[src/rtl/instruction_fetch_unit.sv]
// Fetch front end: owns the fetch PC, issues credit-limited in-order imem requests,
// and buffers returned instructions with their PCs for decode.
module instruction_fetch_unit #(
    parameter int unsigned         WORDSIZE         = 64,
    parameter int unsigned         INSTRUCTION_SIZE = 32,
    parameter int unsigned         FIFO_DEPTH       = 4,
    parameter logic [WORDSIZE-1:0] RESET_PC         = '0
) (
    input  logic                        clk,
    input  logic                        rst_n,
    input  logic                        redirect_en,
    input  logic [WORDSIZE-1:0]         redirect_pc,
    output logic                        imem_req_valid,
    input  logic                        imem_req_ready,
    output logic [WORDSIZE-1:0]         imem_req_addr,
    input  logic                        imem_rsp_valid,
    input  logic [INSTRUCTION_SIZE-1:0] imem_rsp_data,
    output logic                        instr_valid,
    input  logic                        instr_ready,
    output logic [INSTRUCTION_SIZE-1:0] instr,
    output logic [WORDSIZE-1:0]         instr_pc
);

    localparam int unsigned PTR_W = (FIFO_DEPTH > 1) ? $clog2(FIFO_DEPTH) : 1;
    localparam int unsigned CNT_W = $clog2(FIFO_DEPTH + 1);
    localparam int unsigned SUM_W = CNT_W + 1;

    logic [WORDSIZE-1:0]         fetch_pc;
    logic [CNT_W-1:0]            count;
    logic [CNT_W-1:0]            in_flight;
    logic [CNT_W-1:0]            in_flight_next;
    logic [CNT_W-1:0]            discard_cnt;
    logic [PTR_W-1:0]            wr_ptr;
    logic [PTR_W-1:0]            rd_ptr;
    logic [INSTRUCTION_SIZE-1:0] data_mem [FIFO_DEPTH];
    logic [WORDSIZE-1:0]         pc_mem   [FIFO_DEPTH];

    logic                        credit_ok;
    logic                        req_fire;
    logic                        rsp_fire;
    logic                        enq;
    logic                        deq;
    logic [WORDSIZE-1:0]         rsp_pc;

    // Buffered plus outstanding never exceeds depth, so every response has a slot.
    assign credit_ok      = ({1'b0, count} + {1'b0, in_flight}) < SUM_W'(FIFO_DEPTH);
    assign imem_req_valid = rst_n & credit_ok;
    assign imem_req_addr  = fetch_pc;
    assign req_fire       = imem_req_valid & imem_req_ready;
    assign rsp_fire       = imem_rsp_valid & (in_flight != '0);
    assign enq            = rst_n & ~redirect_en & rsp_fire & (discard_cnt == '0);
    assign deq            = instr_valid & instr_ready;
    assign in_flight_next = in_flight + CNT_W'(req_fire) - CNT_W'(rsp_fire);

    // Responses return in order, so the oldest outstanding request sits in_flight words behind fetch_pc.
    assign rsp_pc = fetch_pc - (WORDSIZE'(in_flight) << 2);

    assign instr_valid = rst_n & (count != '0);
    assign instr       = rst_n ? data_mem[rd_ptr] : '0;
    assign instr_pc    = rst_n ? pc_mem[rd_ptr]   : '0;

    always_ff @(posedge clk) begin
        if (!rst_n) begin
            fetch_pc    <= RESET_PC;
            count       <= '0;
            in_flight   <= '0;
            discard_cnt <= '0;
            wr_ptr      <= '0;
            rd_ptr      <= '0;
        end else if (redirect_en) begin
            // Everything still outstanding, including a request accepted now, comes back stale.
            fetch_pc    <= redirect_pc & ~WORDSIZE'(3);
            count       <= '0;
            wr_ptr      <= '0;
            rd_ptr      <= '0;
            in_flight   <= in_flight_next;
            discard_cnt <= in_flight_next;
        end else begin
            if (req_fire) begin
                fetch_pc <= fetch_pc + WORDSIZE'(4);
            end
            in_flight <= in_flight_next;
            if (rsp_fire && (discard_cnt != '0)) begin
                discard_cnt <= discard_cnt - CNT_W'(1);
            end
            if (enq) begin
                wr_ptr <= wr_ptr + PTR_W'(1);
            end
            if (deq) begin
                rd_ptr <= rd_ptr + PTR_W'(1);
            end
            count <= count + CNT_W'(enq) - CNT_W'(deq);
        end
    end

    always_ff @(posedge clk) begin
        if (enq) begin
            data_mem[wr_ptr] <= imem_rsp_data;
            pc_mem[wr_ptr]   <= rsp_pc;
        end
    end

endmodule

[config.mk]
export PLATFORM = sky130hd
export DESIGN_NAME = instruction_fetch_unit
export DESIGN_NICKNAME = d
export VERILOG_FILES = /design/src/rtl/instruction_fetch_unit.sv
export SDC_FILE = /design/constraint.sdc
export NUM_CORES = 1
export LEC_CHECK = 0
export ABC_AREA = 1
export ABC_CLOCK_PERIOD_IN_PS = 8850
export CORE_ASPECT_RATIO = 1.75
export CORE_MARGIN = 2
export CORE_UTILIZATION = 55
export CTS_CLUSTER_SIZE = 40
export DETAILED_ROUTE_END_ITERATION = 8
export HOLD_SLACK_MARGIN = 0.15
export PLACE_DENSITY = 0.78
export SYNTH_ARGS = -nofsm -noshare
export SYNTH_HDL_FRONTEND = slang
export SYNTH_SLANG_ARGS = --single-unit
[constraint.sdc]
create_clock -name clk -period 8.85 [get_ports clk]
set_input_delay 2.655 -clock clk [delete_from_list [all_inputs] [get_ports clk]]
set_output_delay 2.655 -clock clk [all_outputs]
set_load 0.01 [all_outputs]
### Yosys cells after proc, flatten, opt, wreduce, memory -nomap -nowiden

Memories as Yosys holds them, arrays and structs flattened. A register that Yosys moved wholly into a read port is not among the register bits.
Cells that the tools add are included.
W data, S select, Z words.

* output and inout port bits: 162
* bits of input ports: 102
* logic and storage cells: 50
* RAM bits: 384
* bits in registers: 77
* memories kept: 2

Memory list
* pc_mem: depth 4, bits a word 64, read ports 1, clocked after Yosys merged registers in 1, wr ports 1, RTL line 36 `logic [WORDSIZE-1:0] pc_mem [FIFO_DEPTH];`
* data_mem: depth 4, bits a word 32, read ports 1, clocked after Yosys merged registers in 1, wr ports 1, RTL line 35 `logic [INSTRUCTION_SIZE-1:0] data_mem [FIFO_DEPTH];`

* muxes and demuxes: 12
* magnitude comparators: 1
* bitwise logic cells: 10
* reduce and logical (&&, ||, !) cells: 8
* $add $sub $neg: 10

Operator list (number)
* $mux W64: 3
* $add A64 B3 Y64 const B: 1
* $sub A64 B5 Y64: 1
* $mux W32: 1
* $reduce_bool A3 Y1: 3
* $and A1 B1 Y1: 8
* $mux W2: 4
* $add A3 B1 Y3: 2
* $mux W3: 2
* $sub A3 B1 Y3: 2
* $add A2 B1 Y2 const B: 2
* $add A3 B3 Y4: 1
* $lt A4 B3 Y1 const B: 1
* $reduce_bool A2 Y1: 2
* $logic_not A3 Y1: 1
* $sub A3 B1 Y3 const B: 1
* $mux W1: 2
* $not A1 Y1: 2
* $reduce_or A2 Y1: 1
* $logic_and A1 B1 Y1: 1

### Logic depth before layout (Yosys ltp)

Gate-level depths: netlist (run 1).

* depth after elaboration: 7
* mapped depth: 15
* gate-level depth less buffers: 15

### Worst setup path after synthesis (run 1)

No wires, ideal clock.

* kind: input to register
* from: input port rst_n
* to: memory data_mem[0][0] (enable)
* stages: 6
* arrival: 7.273 ns
* setup time: 0.547 ns
* slack: 1.030 ns
* buffers on the path: 0
* data required time: 8.303 ns
* path through: inv_2 -> nor2_1 -> inv_1 -> nor3_1 -> inv_2 -> nor2_1

* longest elaborated chain between the ends: 5

RTL lines
* start, declared: RTL line 10 `input logic rst_n,`
* $and A1 B1 Y1 (3 in a row): RTL line 51 `assign enq = rst_n & ~redirect_en & rsp_fire & (discard_cnt == '0);`
* $mux W1: RTL line 97 `if (enq) begin`
* $mux W1 (not written as such): RTL line 98 `data_mem[wr_ptr] <= imem_rsp_data;`
* end, declared: RTL line 35

Every way passes these cells.

### Worst setup path in the final report (run 1)

* from: input port rst_n
* to: output port instr_pc[22]

* longest elaborated chain between the ends: 1

RTL lines
* $mux W64: RTL line 60 `assign instr_pc = rst_n ? pc_mem[rd_ptr] : '0;`
* end, declared: RTL line 21 `output logic [WORDSIZE-1:0] instr_pc`

Every way passes these cells.

==> run_results.csv, run 1 <==
group,metric,value,unit
die,coreArea,0.0390,mm^2
detailed_routing,wl_met3,3600,um
critical_path,rr_startpoint,"imem_req_addr[2]",
timing,rsz0062_at_grt,"false",
power_and_ir_drop,p_total,4.84,mW
global_routing,grt_overflow_total,0,
critical_path,critical_path_required,6200,ps
critical_path,startpoint_type,"input port",
synthesis,yosysMostFrequentCell,"nor2_1",
place,place_ws,1120,ps
synthesis,synth_ff_type,"edfxtp_1",
timing,max_slew_margin,25.0,%
finish,nets,2712,
critical_path,critPathLaunch,"rst_n",
critical_path,rrSetupSlack,6020,ps
timing,fmax,129,MHz
critical_path,cp_common_cell,"clkdlybuf4s50_1",
place,portBuffers,257,
timing,maxSlewViolCount,0,
clock_network,ctsHoldBuffers,0,
detailed_routing,top_layer,"met4",
clock_network,cts_num_sinks,453,
clock_network,post_cts_buffers,0,
clock_network,cts_max_level,2,
timing,finClkSkew,20.0,ps
clock_network,cts_root_buf,"clkbuf_16",
timing,finalSetupViolCount,0,
clock_network,cts_tree,"built",
min_path,hold_end,"rd_ptr[1]",
finish,drive_above_1_share,5.50,%
job,cap_violations,0,
synthesis,synthTopCellsByCount,"601 x nor2_1, 376 x edfxtp_1, 372 x nand2_1",
clock_network,cts_max_path_buffers,3,
detailed_routing,dr.first_iter.drc_count,1512,
detailed_routing,drtPass1Iterations,5,
synthesis,synth.area.top_cells,"edfxtp_1 52%, nor2_1 10%, dfxtp_1 7.1%",
global_routing,antenna_found_initial,0,
timing,fin_crit,7740,ps
detailed_routing,drt-vias-per-instance,5.69,
power_and_ir_drop,power_leakage,9.26,nW
critical_path,worst_setup_path_end_kind,"primary output",
clock_network,path_clk_slew,60,ps
die,die_h,267,um
finish,fin_area,0.0258,mm^2
global_routing,grt_first_pass_wirelength,96200,um
detailed_routing,ant_nets,0,
synthesis,yosysWarnings,0,
synthesis,syn_avg_cell_area,9.06,um^2
clock_network,cts_buffers,39,
synthesis,synthCells,2397,
critical_path,r2r_cells,13,
detailed_routing,dr_wl_met2,32800,um
critical_path,crit_path_max_fanout,89,
synthesis,synth_seq_cells,453,
synthesis,synthDistinctLibCells,36,
clock_network,post_cts_resize_count,0,
detailed_routing,post-route-drc-count,0,
critical_path,timing.rr.end,"pc_mem[1][60]",
clock_network,insertion_delay,550,ps
critical_path,path_cells,"clkdlybuf4s50_1 > inv_4 > a21oi_1 > clkdlybuf4s50_1",
critical_path,slowest_stage,"clkdlybuf4s50_1",
finish,n_fill_cell,3098,
min_path,holdPathStages,1,
finish,diodes,0,
timing,worst_slack,1110,ps
power_and_ir_drop,p_per_area,187,mW/mm^2
synthesis,synth_top_area_share,52.0,%
timing,final_hold_viol_count,0,
synthesis,synth-seq-area-share,59.1,%
place,place_area,0.0246,mm^2
timing,fin_crit_sh,87.4,%
synthesis,synth_area,0.0217,mm^2
global_routing,track_usage,30.8,%
die,fp.dieW,154,um
die,rows,96,
synthesis,synth_edf_count,376,
detailed_routing,vias,17700,
detailed_routing,wl,64000,um
die,start_util,55.6,%
global_routing,grt_pass1_vias,17500,
min_path,hold_start,"rd_ptr[1]",
synthesis,synth-async-reset-ratio,0,%
place,place_congestion,1.00,
place,dp_hpwl,44300,um
die,dieArea,0.0411,mm^2
timing,tns,0,ps
critical_path,cp_data_arrival_time,5080,ps
synthesis,yosysTopAreaCell,"edfxtp_1",
finish,areaGrowthSynthToFinish,18.9,%
min_path,min_path_type,"reg2reg",
detailed_routing,wl_per_cell,20.6,um
detailed_routing,met1_length,22900,um
die,io_pins,264,
global_routing,grt_max_degree,95,
timing,tightest_slew,1130,ps
power_and_ir_drop,vdd_ir_drop_max,0.000121,V
critical_path,critical_path_class,"in2out",
run_status,status,"completed",
critical_path,max_stage_delay,800,ps
layer usage:
metal / vias to the layer above / GRT usage [%]
met4: 0 / 20.9
met5: - / 0
met2: 750 / 54.7
met3: 191 / 2.99
li1: 8366 / -
met1: 8379 / 34.9
flip-flops by register name (all words and copies together), names as in the netlist, named ones only:
name	cells
count	3
data_mem	128
discard_cnt	3
imem_req_addr	62
in_flight	3
pc_mem	248
rd_ptr	2
wr_ptr	2
cell type report:
class	count	area (um^2)	share of cell area, %
Clock inverter	22	223	0.863
Timing Repair Buffer	275	2750	10.7
Clock buffer	48	1030	3.99
Inverter	170	643	2.49
Multi-Input combinational cell	1652	7710	29.9
Tap cell	490	613	2.37
Sequential cell	453	12800	49.7
worst max-delay path: cells and delay by family:
kind / cells / cell delay, ps
buffers and inverters: 3 / 1850
AOI/OAI and AO/OA: 1 / 500
where the power goes:
part,internal (mW),switching (mW),total (mW)
Sequential,2.41,0.0660,2.48
Combinational,0.244,0.401,0.645
Clock,0.952,0.766,1.72
Total,3.61,1.23,4.84
cell usage in the layout (no fill, tap or decap), types with 2 or more instances in the layout:
| master | instances |
|---|---|
| nand3_1 | 88 |
| o21ai_1 | 36 |
| edfxtp_1 | 376 |
| nor3b_1 | 2 |
| nand4_1 | 19 |
| clkbuf_16 | 40 |
| nand3b_1 | 3 |
| bufinv_16 | 4 |
| conb_1 | 4 |
| xnor2_1 | 8 |
| buf_12 | 4 |
| inv_4 | 2 |
| fa_1 | 3 |
| nor3_1 | 8 |
| nand2_2 | 13 |
| o21ai_0 | 218 |
| clkinv_2 | 3 |
| nor2_4 | 14 |
| inv_6 | 3 |
| nand2_1 | 372 |
| ha_1 | 16 |
| inv_2 | 25 |
| clkdlybuf4s50_1 | 256 |
| buf_4 | 14 |
| inv_1 | 143 |
| nor2_1 | 597 |
| a31oi_1 | 18 |
| dfxtp_4 | 2 |
| xor2_1 | 67 |
| clkbuf_1 | 8 |
| dfxtp_1 | 75 |
| nor2_2 | 15 |
| a21oi_1 | 144 |
| clkinv_1 | 10 |
how the worst max path moves through the flow:
stage / end / slack, ps / cells past startpoint
2_1_floorplan: data_mem[0][0] / 1030 / 6
4_1_cts: instr_pc[23] / 1140 / 5
5_1_grt: instr_pc[11] / 990 / 5
3_5_place_dp: instr_pc[23] / 1120 / 5
3_3_place_gp: instr_pc[23] / 1220 / 5
6_report: instr_pc[22] / 1110 / 4
metrics by stage:
step           cells  hold slack, ps  util [%]
2_1_floorplan   2400             457         -
3_3_place_gp    3040             470      62.9
3_5_place_dp    3040             498      62.9
4_1_cts         3110             513      66.1
5_1_grt         3110             543      66.1
6_report        3110             510      66.1
kinds of logic (layout without fill, tap and decap cells):
kind of cell             count (synthesis)  in the layout  synth area share [%]
AND/OR/NAND/NOR                       1134           1134                  21.3
AO/OA/AOI/OAI                          420            420                  9.84
XOR/XNOR                                75             75                  3.03
other                                    1              4                0.0173
buffers and inverters                  295            515                  5.54
adder cells (fa/ha/maj)                 19             19                  1.20
flip-flops                             453            453                  59.1
Power figures use the tool's default switching activity.
==> inputs of run 2 (changes only) <==
--- a/config.mk
+++ b/config.mk
@@ -7,13 +7,17 @@
 export LEC_CHECK = 0
 export ABC_AREA = 1
 export ABC_CLOCK_PERIOD_IN_PS = 8850
+export CAP_MARGIN = 20
+export CELL_PAD_IN_SITES_DETAIL_PLACEMENT = 1
+export CELL_PAD_IN_SITES_GLOBAL_PLACEMENT = 1
 export CORE_ASPECT_RATIO = 1.75
 export CORE_MARGIN = 2
-export CORE_UTILIZATION = 55
+export CORE_UTILIZATION = 43
 export CTS_CLUSTER_SIZE = 40
 export DETAILED_ROUTE_END_ITERATION = 8
+export GPL_TIMING_DRIVEN = 0
 export HOLD_SLACK_MARGIN = 0.15
-export PLACE_DENSITY = 0.78
+export PLACE_DENSITY = 0.79
 export SYNTH_ARGS = -nofsm -noshare
 export SYNTH_HDL_FRONTEND = slang
 export SYNTH_SLANG_ARGS = --single-unit
==> run 2 against run 1 <==
First-iteration DRC count decreased by 11%. Non-clock buffer count is 119 higher. Combinational power increased by 13%. Sequential power is essentially flat. Utilization fell by 12 points. Critical endpoint is now instr[2]. Highest routed layer unchanged.
==> run_results.csv, run 2 (synthesized netlist as in run 1, its figures left out) <==
group,metric,value,unit
die,fp.dieW,174,um
timing,max_slew_margin,25.7,%
finish,largest_reg_flops,248,
die,io_pins,264,
finish,multiInputGateArea,0.00771,mm^2
detailed_routing,ant_nets,0,
clock_network,cts_root_buf,"clkbuf_16",
global_routing,antenna_found_initial,1,
place,dp_hpwl,61800,um
detailed_routing,drt-vias-per-instance,5.51,
place,portBuffers,257,
critical_path,critical_path_class,"in2out",
place,place_area,0.0254,mm^2
run_status,status,"completed",
timing,finalSetupViolCount,0,
global_routing,grt_overflow_total,0,
finish,nets,2835,
global_routing,grt_pass1_vias,20200,
critical_path,critical_path_required,6200,ps
detailed_routing,wl_per_cell,24.2,um
timing,fin_crit_sh,95.7,%
detailed_routing,drtPass1Iterations,5,
place,place_congestion,0.949,
finish,final_common_cell,"nor2_1",
critical_path,crit_path_max_fanout,10,
finish,areaGrowthSynthToFinish,24.1,%
power_and_ir_drop,vdd_ir_drop_max,0.000125,V
finish,drive_above_1_share,7.31,%
timing,rsz0062_at_grt,"false",
die,rows,109,
min_path,min_path_type,"reg2reg",
place,dp.cells,3335,
job,cap_violations,0,
critical_path,worst_setup_path_end_kind,"primary output",
timing,tns,0,ps
clock_network,cts_max_path_buffers,3,
clock_network,cts_max_level,2,
timing,maxSlewViolCount,0,
detailed_routing,dr.first_iter.drc_count,1339,
critical_path,cp_data_arrival_time,5820,ps
clock_network,cts_num_sinks,453,
finish,layout_common_cells,"597 x nor2_1, 376 x edfxtp_1, 372 x nand2_1",
clock_network,post_cts_resize_count,0,
timing,final_hold_viol_count,0,
finish,fin_area,0.0269,mm^2
clock_network,ctsHoldBuffers,0,
die,dieArea,0.0524,mm^2
timing,fin_crit,8470,ps
global_routing,grt_first_pass_wirelength,122000,um
power_and_ir_drop,p_per_area,196,mW/mm^2
clock_network,path_clk_slew,70,ps
global_routing,track_usage,31.0,%
timing,finClkSkew,23.4,ps
clock_network,insertion_delay,590,ps
power_and_ir_drop,power_leakage,9.75,nW
die,start_util,43.3,%
detailed_routing,post-route-drc-count,0,
timing,fmax,118,MHz
finish,seq_area,0.0128,mm^2
die,die_h,301,um
finish,fin_util,53.7,%
timing,tightest_slew,1120,ps
finish,largest_register,"pc_mem",
finish,n_fill_cell,5827,
clock_network,cts_tree,"built",
detailed_routing,wl,82600,um
finish,final-instance-count-excl-fill,3415,
clock_network,cts_buffers,43,
detailed_routing,vias,18800,
global_routing,grt_max_degree,28,
die,coreArea,0.0502,mm^2
timing,worst_hold_slack,553,ps
critical_path,startpoint_type,"input port",
clock_network,post_cts_buffers,0,
-- run 2: cell count changes in the layout (fill, tap and decap cells not counted), moves of 3 or more --
cell       change
clkbuf_1      +59
buf_2         +36
buf_1         +14
buf_4          -9
clkinv_2       +9
buf_12         +8
bufinv_16      +6
clkinv_1       -6
buf_6          +4
clkbuf_16      +3
-- run 2: final cells by class --
| type | instances | area share, % |
|---|---|---|
| tap | 666 | 3.09 |
| antenna | 1 | 0.00929 |
| timing repair buffer | 269 | 10.4 |
| clock buffer | 47 | 4.09 |
| multi-input combinational | 1652 | 28.6 |
| buffer | 125 | 2.10 |
| clock inverter | 32 | 1.67 |
| sequential | 453 | 47.6 |
| inverter | 170 | 2.37 |
-- run 2: path summary, 6_finish.rpt --
path	startpoint	to	slack, ps	cells after the start
worst max-delay path	rst_n	instr[2]	380	6
worst min-delay path	imem_req_addr[2]	imem_req_addr[2]	550	2
worst max register to register	imem_req_addr[4]	pc_mem[2][59]	5710	8
worst min register to register	imem_req_addr[2]	imem_req_addr[2]	550	2
-- run 2: per-layer routing --
layer,GRT usage [%],vias up,part of all wire [%]
met5,0,-,0
met4,18.2,0,6.4
met3,2.87,198,3.9
met2,58.6,636,53
met1,33.4,9372,36
li1,-,8604,-
-- run 2: power by group --
part	total, mW	leakage [nW]	switching [mW]	internal, mW
sequential	2.46	4.06	0.0516	2.41
combinational	0.729	4.92	0.469	0.259
clock	2.09	0.768	0.882	1.21
-- run 2: metrics by stage --
step | setup slack, ps | total power, mW
after floorplan | 1030 | 2.88
after global placement | -3310 | 3.18
after detailed placement | 392 | 3.22
after CTS | 359 | 5.29
after global routing | 375 | 5.42
final | 378 | 5.28
-- run 2: worst max-delay path, stage by stage --
cell and delay, ps:
clkdlybuf4s50_1 480, inv_2 240, clkbuf_1 860, clkbuf_1 820, a21oi_1 180, clkdlybuf4s50_1 560
==> inputs of run 3 (changes only) <==
--- a/config.mk
+++ b/config.mk
@@ -7,7 +7,6 @@
 export LEC_CHECK = 0
 export ABC_AREA = 1
 export ABC_CLOCK_PERIOD_IN_PS = 8850
-export CAP_MARGIN = 20
 export CELL_PAD_IN_SITES_DETAIL_PLACEMENT = 1
 export CELL_PAD_IN_SITES_GLOBAL_PLACEMENT = 1
 export CORE_ASPECT_RATIO = 1.75
@@ -18,6 +17,7 @@
 export GPL_TIMING_DRIVEN = 0
 export HOLD_SLACK_MARGIN = 0.15
 export PLACE_DENSITY = 0.79
+export SKIP_LAST_GASP = 1
 export SYNTH_ARGS = -nofsm -noshare
 export SYNTH_HDL_FRONTEND = slang
 export SYNTH_SLANG_ARGS = --single-unit
==> run 3 against run 2 <==
Via count fell by 0.39%. Non-clock buffer count did not move. Worst hold slack improved by 6.1 ps. Combinational power barely moved. Global-route usage rose by 0.13 points. Register-to-register slack improved by 60 ps. Clock skew rose by 3.7 ps. Clock power fell by 13%. Critical path depth did not move. Highest routed layer unchanged.
==> run_results.csv, run 3 (synthesized netlist as in run 1, its figures left out) <==
group,metric,value,unit
finish,largest_reg_flops,248,
critical_path,cp_data_arrival_time,5740,ps
place,place_congestion,0.949,
critical_path,path_buf_inv,5,
critical_path,slowest_stage,"clkbuf_1",
place,dp.cells,3335,
global_routing,antenna_found_initial,0,
critical_path,r2r_cells,8,
min_path,min_path_type,"reg2reg",
timing,tightest_slew,1090,ps
die,dieArea,0.0524,mm^2
critical_path,critical_path_class,"in2out",
timing,fmax,119,MHz
finish,final-instance-count-excl-fill,3413,
detailed_routing,vias,18700,
die,rows,109,
critical_path,worst_setup_path_end_kind,"primary output",
power_and_ir_drop,p_total,5.01,mW
critical_path,rrSetupSlack,5770,ps
place,dp_hpwl,61900,um
finish,nets,2834,
finish,fin_area,0.0267,mm^2
finish,areaGrowthSynthToFinish,23.2,%
clock_network,cts_buffers,42,
place,place_area,0.0254,mm^2
critical_path,critical_path_required,6200,ps
timing,fin_crit,8400,ps
finish,n_fill_cell,5845,
critical_path,max_stage_delay,830,ps
detailed_routing,wl,82400,um
detailed_routing,drtPass1Iterations,5,
critical_path,worstSetupEndpoint,"instr[2]",
job,cap_violations,0,
critical_path,crit_family,"buffers and inverters",
critical_path,critPathLaunch,"rst_n",
detailed_routing,drt-vias-per-instance,5.49,
timing,finClkSkew,27.1,ps
critical_path,startpoint_type,"input port",
power_and_ir_drop,vdd_ir_drop_max,0.000159,V
critical_path,rr_startpoint,"imem_req_addr[4]",
power_and_ir_drop,p_per_area,187,mW/mm^2
global_routing,grt_overflow_total,0,
die,io_pins,264,
global_routing,grt_pass1_vias,20300,
clock_network,cts_max_path_buffers,3,
die,die_h,301,um
die,fp.dieW,174,um
clock_network,post_cts_buffers,0,
clock_network,insertion_delay,580,ps
critical_path,path_cells,"clkdlybuf4s50_1 > inv_2 > clkbuf_1 > clkbuf_1 > a21oi_1 > clkdlybuf4s50_1",
timing,fin_crit_sh,94.9,%
clock_network,cts_num_sinks,453,
clock_network,ctsHoldBuffers,0,
run_status,status,"completed",
global_routing,track_usage,31.1,%
clock_network,cts_root_buf,"clkbuf_16",
global_routing,grt_max_degree,28,
die,coreArea,0.0502,mm^2
place,portBuffers,257,
clock_network,cts_max_level,2,
clock_network,path_clk_slew,70,ps
critical_path,crit_path_max_fanout,10,
critical_path,timing.rr.end,"pc_mem[1][59]",
timing,rsz0062_at_grt,"false",
clock_network,post_cts_resize_count,0,
clock_network,cts_tree,"built",
power_and_ir_drop,power_leakage,9.62,nW
detailed_routing,dr.first_iter.drc_count,1276,
global_routing,grt_first_pass_wirelength,123000,um
finish,largest_register,"pc_mem",
timing,max_slew_margin,27.6,%
detailed_routing,wl_per_cell,24.2,um
finish,diodes,0,
detailed_routing,post-route-drc-count,0,
timing,maxSlewViolCount,0,
timing,finalSetupViolCount,0,
finish,drive_above_1_share,7.03,%
detailed_routing,ant_nets,0,
finish,final_common_cell,"nor2_1",
critical_path,cp.depth,6,
timing,final_hold_viol_count,0,
finish,layout_common_cells,"597 x nor2_1, 376 x edfxtp_1, 372 x nand2_1",
die,start_util,43.3,%
-- run 3: cell count changes in the layout (fill, tap and decap cells not counted), sizes merged --
cell / change
clkinvlp: +4
clkinv: +2
clkbuf: +3
bufinv: -8
diode: -1
inv: -2
-- run 3: power breakdown --
group | switching [mW] | internal [mW]
sequential | 0.0517 | 2.41
combinational | 0.469 | 0.259
clock | 0.849 | 0.969
total | 1.37 | 3.64
-- run 3: worst min path at each step --
| stage | start | to | cells after the start |
|---|---|---|---|
| final | imem_req_addr[2] | imem_req_addr[2] | 2 |
| after global routing | wr_ptr[1] | wr_ptr[1] | 2 |
| after CTS | imem_req_addr[2] | imem_req_addr[2] | 2 |
| after detailed placement | imem_req_addr[2] | imem_req_addr[2] | 2 |
| after global placement | wr_ptr[1] | wr_ptr[1] | 2 |
| after floorplan | rd_ptr[1] | flop | 1 |
-- run 3: cell type report --
cell class / instances / area (um^2) / share of cell area, %
repair buffers: 269 / 2810 / 10.5
clock buffers: 50 / 1110 / 4.16
plain buffers: 125 / 566 / 2.12
inverters: 170 / 638 / 2.39
clock inverters: 28 / 228 / 0.852
well taps: 666 / 833 / 3.12
multi-input cells: 1652 / 7710 / 28.9
flip-flops and latches: 453 / 12800 / 48.0
-- run 3: worst min-delay path, delay by kind of cell, from the launching register on --
| kind | cells | cell delay [ps] |
|---|---|---|
| flops | 1 | 350 |
| simple gates | 1 | 90 |
| compound gates | 1 | 70 |
-- run 3: layer usage --
layer	wire, um	track usage, %
met5	0	0
met4	5380	18.5
met3	3170	3.06
met2	43900	58.7
met1	30000	33.4
-- run 3: stage by stage --
stage / worst slack (ps) / hold slack, ps / TNS [ps] / utilization, %
finish: 451 / 559 / 0 / 53.3
CTS: 372 / 555 / 0 / 53.3
floorplan: 1030 / 457 / 0 / -
detailed placement: 384 / 536 / 0 / 50.6
global placement: -3310 / 502 / -1220860 / 50.1
global route: 402 / 595 / 0 / 53.3
